`src/rtl/ddr_req_arbiter_if.sv`:
```
// rtl/ddr_req_arbiter_if.sv - requester and ddr_ctrl block-port bundle for ddr_req_arbiter
interface ddr_req_arbiter_if #(
  parameter int ADDR_W = 30,
  parameter int BLK_W  = 256
);
  logic              ic_req;
  logic [ADDR_W-1:0] ic_addr;
  logic              ic_done;
  logic              dc_req;
  logic              dc_write;
  logic [ADDR_W-1:0] dc_addr;
  logic [BLK_W-1:0]  dc_wdata;
  logic              dc_done;
  logic              aux_req;
  logic              aux_write;
  logic [ADDR_W-1:0] aux_addr;
  logic [BLK_W-1:0]  aux_wdata;
  logic              aux_done;
  logic [BLK_W-1:0]  rdata;
  logic              ram_en;
  logic              ram_write;
  logic [ADDR_W-1:0] ram_addr;
  logic [BLK_W-1:0]  ram_wdata;
  logic              ram_rdy;
  logic [BLK_W-1:0]  ram_rdata;
  logic [1:0]        gnt_id;
  logic              busy;
  logic              err;

  modport slave (
    input  ic_req, ic_addr, dc_req, dc_write, dc_addr, dc_wdata,
           aux_req, aux_write, aux_addr, aux_wdata, ram_rdy, ram_rdata,
    output ic_done, dc_done, aux_done, rdata, ram_en, ram_write, ram_addr,
           ram_wdata, gnt_id, busy, err
  );

  modport master (
    output ic_req, ic_addr, dc_req, dc_write, dc_addr, dc_wdata,
           aux_req, aux_write, aux_addr, aux_wdata, ram_rdy, ram_rdata,
    input  ic_done, dc_done, aux_done, rdata, ram_en, ram_write, ram_addr,
           ram_wdata, gnt_id, busy, err
  );
endinterface

```
`src/rtl/ddr_req_arbiter.sv`:
```
// rtl/ddr_req_arbiter.sv - IC/DC/AUX arbiter for the single ddr_ctrl block-transfer port
module ddr_req_arbiter #(
  parameter int ADDR_W       = 30,
  parameter int BLK_W        = 256,
  parameter int STARVE_LIMIT = 4,
  parameter int TIMEOUT      = 1023
) (
  input  logic              clk,
  input  logic              rst,
  ddr_req_arbiter_if.slave  bus
);
  localparam int WD_W = $clog2(TIMEOUT + 1);
  localparam int SC_W = $clog2(STARVE_LIMIT + 1);

  typedef enum logic [1:0] {IDLE, BUSY, DONE} state_t;

  state_t            state;
  logic [WD_W-1:0]   wd_cnt;
  logic [SC_W-1:0]   starve_cnt;
  logic [1:0]        gnt_id_q;
  logic              ram_en_q;
  logic              ram_write_q;
  logic [ADDR_W-1:0] ram_addr_q;
  logic [BLK_W-1:0]  ram_wdata_q;
  logic [BLK_W-1:0]  rdata_q;
  logic              ic_done_q;
  logic              dc_done_q;
  logic              aux_done_q;
  logic              err_q;

  logic [1:0]        win;
  logic              rdy_ok;
  logic              wd_expire;

  always_comb begin
    win = 2'd0;
    if (bus.aux_req && (starve_cnt >= SC_W'(STARVE_LIMIT))) win = 2'd3;
    else if (bus.dc_req)                                     win = 2'd2;
    else if (bus.ic_req)                                     win = 2'd1;
    else if (bus.aux_req)                                    win = 2'd3;
  end

  // wd_cnt is zero only in the first BUSY cycle, where ddr_ctrl may still show a stale ready
  assign rdy_ok    = bus.ram_rdy && (wd_cnt != '0);
  assign wd_expire = (wd_cnt == WD_W'(TIMEOUT - 1));

  always_ff @(posedge clk or negedge rst) begin
    if (!rst) begin
      state       <= IDLE;
      wd_cnt      <= '0;
      starve_cnt  <= '0;
      gnt_id_q    <= 2'd0;
      ram_en_q    <= 1'b0;
      ram_write_q <= 1'b0;
      ram_addr_q  <= '0;
      ram_wdata_q <= '0;
      rdata_q     <= '0;
      ic_done_q   <= 1'b0;
      dc_done_q   <= 1'b0;
      aux_done_q  <= 1'b0;
      err_q       <= 1'b0;
    end else begin
      ic_done_q  <= 1'b0;
      dc_done_q  <= 1'b0;
      aux_done_q <= 1'b0;
      case (state)
        IDLE: begin
          if (!bus.aux_req) starve_cnt <= '0;
          if (win != 2'd0) begin
            state    <= BUSY;
            ram_en_q <= 1'b1;
            gnt_id_q <= win;
            wd_cnt   <= '0;
            case (win)
              2'd1: begin
                ram_addr_q  <= bus.ic_addr;
                ram_write_q <= 1'b0;
                ram_wdata_q <= '0;
              end
              2'd2: begin
                ram_addr_q  <= bus.dc_addr;
                ram_write_q <= bus.dc_write;
                ram_wdata_q <= bus.dc_wdata;
              end
              default: begin
                ram_addr_q  <= bus.aux_addr;
                ram_write_q <= bus.aux_write;
                ram_wdata_q <= bus.aux_wdata;
              end
            endcase
            if (win == 2'd3)
              starve_cnt <= '0;
            else if (bus.aux_req && (starve_cnt < SC_W'(STARVE_LIMIT)))
              starve_cnt <= starve_cnt + SC_W'(1);
          end
        end
        BUSY: begin
          if (rdy_ok || wd_expire) begin
            state      <= DONE;
            ram_en_q   <= 1'b0;
            ic_done_q  <= (gnt_id_q == 2'd1);
            dc_done_q  <= (gnt_id_q == 2'd2);
            aux_done_q <= (gnt_id_q == 2'd3);
            if (rdy_ok && !ram_write_q) rdata_q <= bus.ram_rdata;
            if (!rdy_ok) err_q <= 1'b1;
          end else begin
            wd_cnt <= wd_cnt + WD_W'(1);
          end
        end
        DONE:    state <= IDLE;
        default: state <= IDLE;
      endcase
    end
  end

  assign bus.ic_done   = ic_done_q;
  assign bus.dc_done   = dc_done_q;
  assign bus.aux_done  = aux_done_q;
  assign bus.rdata     = rdata_q;
  assign bus.ram_en    = ram_en_q;
  assign bus.ram_write = ram_write_q;
  assign bus.ram_addr  = ram_addr_q;
  assign bus.ram_wdata = ram_wdata_q;
  assign bus.gnt_id    = gnt_id_q;
  assign bus.busy      = ram_en_q;
  assign bus.err       = err_q;
endmodule
```
`src/flat_wrapper.sv`:
```
// flat-port wrapper written by rule: the top's interface ports become plain ports
module ddr_req_arbiter_flat 
#(
  parameter int ADDR_W       = 30,
  parameter int BLK_W        = 256,
  parameter int STARVE_LIMIT = 4,
  parameter int TIMEOUT      = 1023
)
  (clk, rst, bus_ic_req, bus_ic_addr, bus_dc_req, bus_dc_write, bus_dc_addr, bus_dc_wdata, bus_aux_req, bus_aux_write, bus_aux_addr, bus_aux_wdata, bus_ram_rdy, bus_ram_rdata, bus_ic_done, bus_dc_done, bus_aux_done, bus_rdata, bus_ram_en, bus_ram_write, bus_ram_addr, bus_ram_wdata, bus_gnt_id, bus_busy, bus_err);
  ddr_req_arbiter_if #(.ADDR_W(ADDR_W), .BLK_W(BLK_W)) bus_i ();
  input  logic clk;
  input  logic rst;
  input wire logic [$bits(bus_i.ic_req)-1:0] bus_ic_req;
  input wire logic [$bits(bus_i.ic_addr)-1:0] bus_ic_addr;
  input wire logic [$bits(bus_i.dc_req)-1:0] bus_dc_req;
  input wire logic [$bits(bus_i.dc_write)-1:0] bus_dc_write;
  input wire logic [$bits(bus_i.dc_addr)-1:0] bus_dc_addr;
  input wire logic [$bits(bus_i.dc_wdata)-1:0] bus_dc_wdata;
  input wire logic [$bits(bus_i.aux_req)-1:0] bus_aux_req;
  input wire logic [$bits(bus_i.aux_write)-1:0] bus_aux_write;
  input wire logic [$bits(bus_i.aux_addr)-1:0] bus_aux_addr;
  input wire logic [$bits(bus_i.aux_wdata)-1:0] bus_aux_wdata;
  input wire logic [$bits(bus_i.ram_rdy)-1:0] bus_ram_rdy;
  input wire logic [$bits(bus_i.ram_rdata)-1:0] bus_ram_rdata;
  output wire logic [$bits(bus_i.ic_done)-1:0] bus_ic_done;
  output wire logic [$bits(bus_i.dc_done)-1:0] bus_dc_done;
  output wire logic [$bits(bus_i.aux_done)-1:0] bus_aux_done;
  output wire logic [$bits(bus_i.rdata)-1:0] bus_rdata;
  output wire logic [$bits(bus_i.ram_en)-1:0] bus_ram_en;
  output wire logic [$bits(bus_i.ram_write)-1:0] bus_ram_write;
  output wire logic [$bits(bus_i.ram_addr)-1:0] bus_ram_addr;
  output wire logic [$bits(bus_i.ram_wdata)-1:0] bus_ram_wdata;
  output wire logic [$bits(bus_i.gnt_id)-1:0] bus_gnt_id;
  output wire logic [$bits(bus_i.busy)-1:0] bus_busy;
  output wire logic [$bits(bus_i.err)-1:0] bus_err;
  assign bus_i.ic_req = bus_ic_req;
  assign bus_i.ic_addr = bus_ic_addr;
  assign bus_i.dc_req = bus_dc_req;
  assign bus_i.dc_write = bus_dc_write;
  assign bus_i.dc_addr = bus_dc_addr;
  assign bus_i.dc_wdata = bus_dc_wdata;
  assign bus_i.aux_req = bus_aux_req;
  assign bus_i.aux_write = bus_aux_write;
  assign bus_i.aux_addr = bus_aux_addr;
  assign bus_i.aux_wdata = bus_aux_wdata;
  assign bus_i.ram_rdy = bus_ram_rdy;
  assign bus_i.ram_rdata = bus_ram_rdata;
  assign bus_ic_done = bus_i.ic_done;
  assign bus_dc_done = bus_i.dc_done;
  assign bus_aux_done = bus_i.aux_done;
  assign bus_rdata = bus_i.rdata;
  assign bus_ram_en = bus_i.ram_en;
  assign bus_ram_write = bus_i.ram_write;
  assign bus_ram_addr = bus_i.ram_addr;
  assign bus_ram_wdata = bus_i.ram_wdata;
  assign bus_gnt_id = bus_i.gnt_id;
  assign bus_busy = bus_i.busy;
  assign bus_err = bus_i.err;
  ddr_req_arbiter #(.ADDR_W(ADDR_W), .BLK_W(BLK_W), .STARVE_LIMIT(STARVE_LIMIT), .TIMEOUT(TIMEOUT)) u_core (.clk(clk), .rst(rst), .bus(bus_i));
endmodule
```
`config.mk`:
```
export PLATFORM = sky130hd
export DESIGN_NAME = ddr_req_arbiter_flat
export DESIGN_NICKNAME = d
export VERILOG_FILES = /design/src/rtl/ddr_req_arbiter_if.sv /design/src/rtl/ddr_req_arbiter.sv /design/src/flat_wrapper.sv
export SDC_FILE = /design/constraint.sdc
export NUM_CORES = 1
export LEC_CHECK = 0
export CAP_MARGIN = 10
export CORE_AREA = 10 10 538 540
export DETAILED_ROUTE_END_ITERATION = 12
export DIE_AREA = 0 0 548 550
export PLACE_DENSITY = 0.34
export SYNTH_ARGS = -nofsm -noshare
export SYNTH_HDL_FRONTEND = slang
export SYNTH_SLANG_ARGS = --single-unit
```
`constraint.sdc`:
```
create_clock -name clk -period 2.7 [get_ports clk]
set_input_delay 0.675 -clock clk [delete_from_list [all_inputs] [get_ports clk]]
set_output_delay 0.675 -clock clk [all_outputs]
set_load 0.01 [all_outputs]
```
==> impl_metrics.json <==
{
  "cap_viol_max_count": 0,
  "critical_path_buf_inv_count": 1,
  "max_stage_delay_ns": 0.71,
  "dieWidth_um": 548,
  "arrival_ns": 1.97,
  "grt_overflow": 0,
  "drt-initial-drc-count": 1411,
  "start_util_pct": 8.847,
  "antenna_left": 0,
  "num_vias": 23550,
  "synth_cell_types": 44,
  "dp_cells": 7201,
  "power_density_mw_per_mm2": 1229,
  "synth_flop_cell": "dfrtp_1",
  "rr_worst_depth": 9,
  "critPathRequiredTime_ns": 2.03,
  "p_leak_nw": 19.21,
  "area_growth_pct": 91.20,
  "gp_congestion": 0.8344,
  "worst-setup-path-type": "reg2out",
  "dp_slack_ns": -0.5311,
  "grt_util_all_layers_pct": 13.20,
  "worst_pin_slew_ns": 0.6143,
  "final_layout_size_suffix_gt1_share_pct": 17.07,
  "fin_cells": 7364,
  "routedWlPerCell_um": 28.50,
  "avgSynthCellArea_um2": 12.17,
  "seq_area_frac_synth_pct": 57.40,
  "crit_cells": 1,
  "cts-buffers-inserted": 86,
  "clock_latency_ns": 0.81,
  "syn_area_mm2": 0.02463,
  "antenna_found_initial": 80,
  "port_buffers": 1416,
  "routed_via_density": 3.198,
  "die_h_um": 550,
  "slew_headroom_pct": 59.21,
  "fmax_mhz": 377.6,
  "root_buffer": "clkbuf_16",
  "period_minus_slack_ns": 2.648,
  "synth_edf_count": 0,
  "vdd_drop_max_mv": 0.6019,
  "grt_max_degree": 77,
  "period_share_pct": 98.09,
  "hp-class": "in2async",
  "hold_viol_final": 0,
  "rsz0062_at_grt": "no",
  "holdWs_ns": 0.4563,
  "slew_viol_final": 0,
  "fin_skew_ns": 0.05160,
  "finalInstanceArea_mm2": 0.04709,
  "critPathSlowestCell": "clkdlybuf4s50_1",
  "run_status": "finished clean",
  "endpoint_kind": "output pin",
  "ys_ff_latch": 565,
  "final_nets": 4440,
  "clock_path_buffers": 4,
  "clkSlewWorstSetupHoldPaths_ns": 0.06,
  "worstPathCellList": "clkdlybuf4s50_1",
  "routed_wl_um": 209900,
  "die-area_mm2": 0.3014,
  "h-tree-depth": 3,
  "synth_nets": 2898,
  "cts_sinks": 565,
  "netlist_instances": 2024,
  "async_flop_share_pct": 100.0,
  "setup_ws_ns": 0.05165,
  "dp_hpwl_um": 180500,
  "grt_pass1_wl_um": 268500,
  "postPlaceCellArea_mm2": 0.04435,
  "cts_tree": "built",
  "rows": 194,
  "first_pass_iters": 5,
  "yosysWarnings": 0,
  "path_delay_family": "buffers and inverters",
  "setup.worst_path.start_class": "flop",
  "grt_pass1_vias": 25410,
  "pin_count": 1417,
  "finalSetupViolCount": 0,
  "coreArea_mm2": 0.2784,
  "route.detailed.drc": 0,
  "crit_path_max_fanout": 2
}
==> cells by family after synthesis <==
group / Yosys count / share of synthesized area [%]
simple gates: 634 / 10.06
flops: 565 / 57.40
compound gates: 383 / 12.26
mux: 258 / 15.45
buf+inv: 176 / 4.419
fa+ha+maj: 8 / 0.4064
==> metrics by stage <==
stage	util (%)	TNS, ns	power [W]
after global placement	15.93	-122.56	0.04812
after detailed placement	15.93	-120.50	0.04803
final	16.92	0	0.05787
after global routing	16.90	0	0.06167
after CTS	16.89	0	0.05966
after floorplan	-	0	0.02737
==> report_power, final <==
| part | switching [W] | total, W | internal, W | leakage [nW] |
|---|---|---|---|---|
| registers | 0.00304 | 0.0159 | 0.0129 | 6.69 |
| logic | 0.0161 | 0.0307 | 0.0146 | 11.2 |
| clock network | 0.00464 | 0.0113 | 0.00667 | 1.35 |
| total | 0.0238 | 0.0579 | 0.0341 | 19.2 |
==> cell type report <==
type	instances	area (um2)
timing repair buffer	1619	16030
multi-input combinational	1283	9445
tap	3724	4659
fill	30980	231300
sequential	565	14140
inverter	11	41.29
clock buffer	115	2391
clock inverter	28	336.6
antenna	19	47.55
==> synth_stat cells, types with 2 or more instances <==
library cell	instances	area share, %
nand3_1	7	0.14
a31oi_1	4	0.10
mux2_4	240	15
dfrtp_1	565	57
o211ai_1	4	0.12
buf_1	10	0.15
buf_2	17	0.35
or2_2	2	0.051
buf_12	22	1.8
a21o_1	3	0.091
nor3_1	3	0.061
a221o_1	2	0.081
a22o_1	3	0.11
clkbuf_1	109	1.7
a21oi_1	35	0.71
or3_1	4	0.10
and3_1	4	0.10
and2_1	3	0.076
nor3b_1	2	0.061
nand2b_1	3	0.076
nand4_1	5	0.13
buf_6	6	0.27
inv_1	11	0.17
a221oi_1	256	9.1
a22oi_1	30	0.91
nor2_1	551	8.4
o21ai_0	39	0.79
nor2b_1	3	0.076
ha_1	8	0.41
mux2_2	17	0.78
nand2_1	43	0.66
==> cells in the final DEF, fill, tap and decap left out, drive strengths merged, types with 5 or more instances in the layout <==
cell type	Yosys	final
nor2	551	551
mux2	257	257
inv	11	13
clkbuf	109	115
clkinv	0	19
ha	8	8
a22oi	30	30
nand4	5	5
dlygate4sd2	0	61
bufinv	0	5
clkdlybuf4s50	0	1323
o21ai	39	39
nand2	43	43
dlymetal6s2s	0	11
a21oi	35	35
dfrtp	565	565
a221oi	256	256
buf	56	223
nand3	7	7
diode	0	19
==> path summary, 6_finish.rpt <==
check | start | end | slack (ns)
min reg2reg | u_core.bus.ram_addr[12] | u_core.bus.ram_addr[12] | 0.48
min | rst | u_core.bus.rdata[145] | 0.46
max in group asynchronous | rst | u_core.bus.ram_wdata[161] | 1.36
max | u_core.bus.ram_wdata[68] | bus_ram_wdata[68] | 0.05
max reg2reg | u_core.starve_cnt[2] | u_core.bus.ram_wdata[189] | 0.15
min in group clk | u_core.bus.ram_addr[12] | u_core.bus.ram_addr[12] | 0.48
==> state kept, by name (all words and copies together) (netlist names) <==
name                  count
u_core.bus.ram_wdata    256
u_core.bus.rdata        256
u_core.bus.ram_addr      30
u_core.wd_cnt            10
u_core.starve_cnt         3
u_core.bus.gnt_id         2
u_core.state              2
u_core.bus.aux_done       1
u_core.bus.busy           1
u_core.bus.dc_done        1
u_core.bus.err            1
u_core.bus.ic_done        1
u_core.bus.ram_write      1
==> routing by layer <==
metal / up-vias / GRT usage, % / part of all wire, %
met5: - / 0 / 0.12
met4: 40 / 2.404 / 1.6
met3: 202 / 7.579 / 13
met2: 1266 / 21.62 / 46
met1: 11650 / 15.09 / 39
li1: 10400 / - / -
==> repair_timing <==
action,4_1_cts,5_1_grt
gates resized for setup,63,12
endpoints found under the setup margin,64,12
hold buffers,1,0
buffers inserted,0,0
endpoints found under the hold margin,15,0
(Power assumes the default switching activity.)
